[src/rtl/d2_5_frame_rx.sv]
// ---------------------------------------------------------------------------
// d2_5_frame_rx
//
// Serial receive controller for 2-of-5 coded digit frames. A frame begins
// with a one-cycle sof strobe. After it come NDIGITS data code words and then
// one check code word. Each code word is five bits long and arrives one bit
// at a time, first bit = MSB. The block decodes each word to BCD and keeps a
// running mod-10 checksum. When the frame is complete it holds the result on
// a valid/ready port until the consumer takes it.
//
// Parameters
//   NDIGITS    number of data digits per frame (1..8)
//
// Ports
//   clk        in   rising-edge clock
//   rst_n      in   asynchronous active-low reset
//   sof        in   start-of-frame strobe (1 cycle)
//   bit_in     in   serial code bit, sampled when bit_valid=1
//   bit_valid  in   qualifier for bit_in
//   out_ready  in   consumer accepts the held frame
//   out_valid  out  frame is held on the outputs
//   digits     out  data digits, first received digit in [3:0]
//   chk_digit  out  received check digit
//   bad_code   out  at least one code word was not a legal 2-of-5 code
//   frame_ok   out  no bad code and the checksum is correct
//   busy       out  controller is not idle
// ---------------------------------------------------------------------------
module d2_5_frame_rx #(
  parameter int NDIGITS = 4
) (
  input  logic                 clk,
  input  logic                 rst_n,
  input  logic                 sof,
  input  logic                 bit_in,
  input  logic                 bit_valid,
  input  logic                 out_ready,
  output logic                 out_valid,
  output logic [4*NDIGITS-1:0] digits,
  output logic [3:0]           chk_digit,
  output logic                 bad_code,
  output logic                 frame_ok,
  output logic                 busy
);

  // dig_cnt must be able to hold the value NDIGITS. That value selects the
  // check-digit slot.
  localparam int CW = $clog2(NDIGITS + 1);

  typedef enum logic [1:0] {
    IDLE = 2'd0,
    RECV = 2'd1,
    DONE = 2'd2
  } state_t;

  state_t          state;
  logic [3:0]      sr;
  logic [2:0]      bit_cnt;
  logic [CW-1:0]   dig_cnt;
  logic [3:0]      sum;

  logic [4:0]      code;
  logic [3:0]      dec_digit;
  logic            dec_illegal;
  logic [4:0]      sum_add;
  logic [3:0]      sum_next;
  logic            bad_next;
  logic            last_digit;

  // The fifth bit of a word is decoded in the same cycle that it arrives, so
  // the code word is the four bits already shifted in plus the live bit_in.
  // An illegal word decodes to 4'hE and adds nothing to the checksum.
  always_comb begin
    code        = {sr[3:0], bit_in};
    dec_digit   = 4'hE;
    dec_illegal = 1'b0;
    case (code)
      5'b01100: dec_digit = 4'd0;
      5'b11000: dec_digit = 4'd1;
      5'b10100: dec_digit = 4'd2;
      5'b10010: dec_digit = 4'd3;
      5'b01010: dec_digit = 4'd4;
      5'b00110: dec_digit = 4'd5;
      5'b10001: dec_digit = 4'd6;
      5'b01001: dec_digit = 4'd7;
      5'b00101: dec_digit = 4'd8;
      5'b00011: dec_digit = 4'd9;
      default:  dec_illegal = 1'b1;
    endcase

    // sum is always 0..9 and the addend is 0..9, so one conditional
    // subtract of 10 is enough to keep the result in range.
    sum_add    = {1'b0, sum} + (dec_illegal ? 5'd0 : {1'b0, dec_digit});
    sum_next   = (sum_add >= 5'd10) ? 4'(sum_add - 5'd10) : sum_add[3:0];
    bad_next   = bad_code | dec_illegal;
    last_digit = (dig_cnt == CW'(NDIGITS));
  end

  // Single-process controller. Every output is a register and is updated
  // together with the state transition that it belongs to.
  always_ff @(posedge clk or negedge rst_n) begin
    if (!rst_n) begin
      state     <= IDLE;
      sr        <= '0;
      bit_cnt   <= '0;
      dig_cnt   <= '0;
      sum       <= '0;
      out_valid <= 1'b0;
      digits    <= '0;
      chk_digit <= '0;
      bad_code  <= 1'b0;
      frame_ok  <= 1'b0;
      busy      <= 1'b0;
    end else begin
      case (state)
        IDLE: begin
          if (sof) begin
            bit_cnt  <= '0;
            dig_cnt  <= '0;
            sum      <= '0;
            bad_code <= 1'b0;
            state    <= RECV;
            busy     <= 1'b1;
          end
        end

        RECV: begin
          // A new sof discards the partial frame and starts again. It wins
          // over a bit that arrives in the same cycle.
          if (sof) begin
            bit_cnt  <= '0;
            dig_cnt  <= '0;
            sum      <= '0;
            bad_code <= 1'b0;
            digits   <= '0;
          end else if (bit_valid) begin
            sr <= {sr[2:0], bit_in};
            if (bit_cnt == 3'd4) begin
              bit_cnt  <= '0;
              sum      <= sum_next;
              bad_code <= bad_next;
              if (last_digit) begin
                chk_digit <= dec_digit;
                frame_ok  <= ~bad_next & (sum_next == 4'd0);
                out_valid <= 1'b1;
                state     <= DONE;
              end else begin
                dig_cnt <= dig_cnt + CW'(1);
                for (int i = 0; i < NDIGITS; i++) begin
                  if (dig_cnt == CW'(i)) begin
                    digits[i*4 +: 4] <= dec_digit;
                  end
                end
              end
            end else begin
              bit_cnt <= bit_cnt + 3'd1;
            end
          end
        end

        DONE: begin
          // The frame stays frozen until the consumer takes it. sof and
          // serial bits are ignored while a frame is held.
          if (out_valid && out_ready) begin
            out_valid <= 1'b0;
            state     <= IDLE;
            busy      <= 1'b0;
          end
        end

        default: begin
          state     <= IDLE;
          out_valid <= 1'b0;
          busy      <= 1'b0;
        end
      endcase
    end
  end

endmodule
[config.mk]
export PLATFORM = sky130hd
export DESIGN_NAME = d2_5_frame_rx
export DESIGN_NICKNAME = d
export VERILOG_FILES = /design/src/rtl/d2_5_frame_rx.sv
export SDC_FILE = /design/constraint.sdc
export NUM_CORES = 1
export LEC_CHECK = 0
export BUFFER_PORTS_ARGS = -buffer_cell sky130_fd_sc_hd__buf_2
export CAP_MARGIN = 20
export CORE_MARGIN = 2
export CORE_UTILIZATION = 60
export DETAILED_ROUTE_END_ITERATION = 7
export GPL_ROUTABILITY_DRIVEN = 0
export PLACE_DENSITY_LB_ADDON = 0.25
export REMOVE_ABC_BUFFERS = 1
export SYNTH_ARGS = -nofsm -noshare
export SYNTH_HDL_FRONTEND = slang
export SYNTH_SLANG_ARGS = --single-unit
[constraint.sdc]
create_clock -name clk -period 6 [get_ports clk]
set_input_delay 0.3 -clock clk [delete_from_list [all_inputs] [get_ports clk]]
set_output_delay 0.3 -clock clk [all_outputs]
set_load 0.01 [all_outputs]
==> metrics.md <==
| Metric | Value |
|---|---|
| Via count | 1,815 |
| Critical path, cell by cell | nor2b_1 > o21ai_1 > nand2_1 > ha_1 > fa_1 > xnor2_1 > ha_1 > nor3b_1 > and3_1 > nor4_1 > or4b_1 > o31ai_2 |
| Async SR Flop Fraction | 100.0% |
| Final min period | roughly 3700 ps |
| Hold buffer count at cts | 0 |
| Share of layout cells above drive strength 1 | 24.44% |
| CP Launch Type | flip-flop |
| Worst hold margin | 135.7 ps |
| Fmax | roughly 270 MHz |
| Setup Buffers After CTS | 0 |
| Dpl hpwl | 3.638 mm |
| Tcrit/Tclk final | 61.78% |
| Outcome | complete, no violations |
| Max Cap Violations | 0 |
| Initial core utilization | 61.41% |
| # DRC | 0 |
| Synth Register Bits | 40 |
| Worst-path clk slew | about 90 ps |
| Worst path most repeated cell | ha_1 |
| Synth top area cells | dfrtp_1 (42%), mux2_2 (9.4%), ha_1 (6.2%) |
| Worst slack, placed | 2326 ps |
| Input/output buffers | 29 |
| FF-to-FF Start | sr[2] |
| Unrepaired setup endpoints after global routing | no |
| Critical path capture point type | flip-flop |
| TNS Setup | 0 ps |
| Main synth FF type | dfrtp_1 |
| Kind of critical path | reg -> reg |
| Yosys cell types | 54 |
| Final core area utilization | 68.41% |
| Max incr delay on CP | between 600 and 700 ps |
| WL/cell | 15.20 µm |
| Final setup vio count | 0 |
| Initial antenna violation count | 0 |
| Sequential share of the synthesized area | 41.64% |
| Worst-Margin Slew | 902.2 ps |
| Chip height | 67.29 µm |
| Largest net degree at the start of global routing | 41 |
| Netlist Area Pre-Place | 0.002404 mm² |
| Row count | 23 |
| Final WS setup | 2293 ps |
| WL final | 4.865 mm |
| Power Dens Cells | 347.0 mW/mm² |
| Post-cts sizing count | 0 |
| Synth warn | 0 |
| Post-synthesis average cell area | 9.932 µm² |
| Inserted Clock Buffers | 5 |
| Die area | 0.004528 mm² |
| HP Class | in -> async |
| Die Wd | 67.29 µm |
| Post-Syn Instances | 242 |
| CP Launch Point | sr[2] |
| # diodes | 0 |
| Number of filler cells placed in the layout | 306 |
| DRT Pass-1 Iters | 4 |
| Clk root buf | clkbuf_8 |
| LEAKAGE | 1.285 nW |
| Top cell type's share of synthesized area | 41.64% |
| Worst endpoint required time | a little over 6000 ps |
| Total global routing overflow | 0 |
| Rel. slew slack | between 30% and 40% |
| Worst-case vdd ir drop | between 0.0002 and 0.00025 V |
| Crit Path Max Fanout | 14 |
| Clock latency on the worst-skew pair | 290 ps |
| Clock skew | 10.62 ps |
| All-layer global routing usage | 23.03% |
| First-pass GRT wire length | just under 8 mm |
| Clock sinks | 40 |
| Pins Over Slew Limit | 0 |
| Area Overhead vs Synth | 11.40% |
| Vias in the first global route | ~1,700 |
| H-tree lvl count | 2 |
| Vias per cell | 5.672 |
| CTS tree | done |
| Yosys top cell by area | dfrtp_1 |
| ANT nets after route | 0 |
| Fin nets | 288 |
| DP Cell Count | 312 |
| Final std cells w/o fill | 320 |
| Clock Path Buffers | 2 |
| # IOs | 30 |
| EDFF count, synth | 0 |
| Arr. time, crit path | 3920 ps |
| Hold Vio Cnt, Final | 0 |
| CP max-delay cell | dfrtp_1 |
| Initial detailed-routing violation count | 131 |
| Core area | 0.003914 mm² |
[kinds of logic (layout without fill, tap and decap cells)]
| group | count (synthesis) | in the layout | synth area share (%) |
|---|---|---|---|
| AO/OA/AOI/OAI | 57 | 57 | 15.88 |
| XOR/XNOR | 8 | 8 | 2.915 |
| adder cells (fa/ha/maj) | 13 | 13 | 7.080 |
| buffers and inverters | 23 | 51 | 4.216 |
| flip-flops | 40 | 40 | 41.64 |
| multiplexers | 25 | 25 | 11.71 |
| AND/OR/NAND/NOR | 76 | 76 | 16.55 |
[metrics by stage]
stage / total power, mW / area, µm²
6_report: 0.9291 / 2678
5_1_grt: 0.9832 / 2678
4_1_cts: 0.9334 / 2678
3_5_place_dp: 0.7076 / 2562
3_3_place_gp: 0.6978 / 2562
2_1_floorplan: 0.6073 / 2355
[flip-flops by register name, summed over array words and instances, names as in the netlist]
name and count:
busy 1, digits 16, chk_digit 4, bit_cnt 3
state 2, dig_cnt 3, sr 4, out_valid 1
sum 4, bad_code 1, frame_ok 1
[worst max-delay path: cells and delay by family (launching register included)]
kind                     cells  cell delay [ps]
AO/OA/AOI/OAI                2              400
flip-flops                   1              610
AND/OR/NAND/NOR              6             1270
adder cells (fa/ha/maj)      3             1010
XOR/XNOR                     1              340
[Yosys cell counts (2+ instances only)]
cell      count
clkbuf_1      4
nand3_2       2
mux2_2       20
buf_2         3
o21ai_0      11
a31oi_1       2
nand3b_1      3
nand2b_1      4
o22ai_1       2
nor2_1       20
nor2b_1       6
a21oi_1      15
mux2i_1       3
a211oi_1      4
o21ai_1       6
a22oi_1       2
o211ai_1      2
xor2_1        2
ha_1         12
dfrtp_1      40
a21o_1        3
xnor2_1       6
nor3_1        2
inv_1        13
nand3_1       2
nor4_1        2
nand2_1      24
[path summary, 6_finish.rpt]
kind	to	depth (start not counted)	slack (ps)
hold reg to reg	chk_digit[3]	2	480
min in group clk	out_valid	4	250
setup reg to reg	frame_ok	12	2290
hold / removal	chk_digit[0]	1	140
setup / recovery	frame_ok	12	2290
max in group asynchronous	busy	1	5300
[layout make-up]
cell class              count  area [µm²]  area share (%)
multi-input cells         179        1301           48.60
repair buffers             29       145.1           5.421
inverters                  14       52.55           1.963
clock inverters             3       46.29           1.729
well taps                  50       62.56           2.336
flip-flops and latches     40        1001           37.38
clock buffers               5       68.82           2.570
[layout by cell type (no fill, tap or decap), types with 2 or more instances in the layout]
master,count
nand2_1,24
o211ai_1,2
nand3_1,2
a22oi_1,2
xnor2_1,6
a21o_1,3
nor2b_1,6
nand3_2,2
buf_2,29
clkbuf_8,5
dfrtp_1,40
ha_1,12
inv_1,13
nor2_1,20
o22ai_1,2
nor3_1,2
o21ai_0,11
nand2b_1,4
mux2_2,20
mux2i_1,3
a31oi_1,2
a211oi_1,4
o21ai_1,6
nor4_1,2
xor2_1,2
a21oi_1,15
nand3b_1,3
[power by group]
part / switching, mW / total (mW) / leakage, nW / internal, mW
clock network: 0.0980 / 0.223 / 0.0548 / 0.125
registers: 0.0463 / 0.364 / 0.517 / 0.317
logic: 0.185 / 0.342 / 0.713 / 0.158
total: 0.329 / 0.929 / 1.29 / 0.600
[routing by layer]
metal	GRT usage [%]	vias to the layer above	wire length (µm)	share of wire [%]
met5	0	-	0	0
met4	8.163	0	66	1.4
met3	5.500	8	135	2.8
met2	36.14	33	2273	47
met1	31.24	864	2390	49
li1	-	910	-	-
No activity file was read; power rests on OpenSTA's default activity.
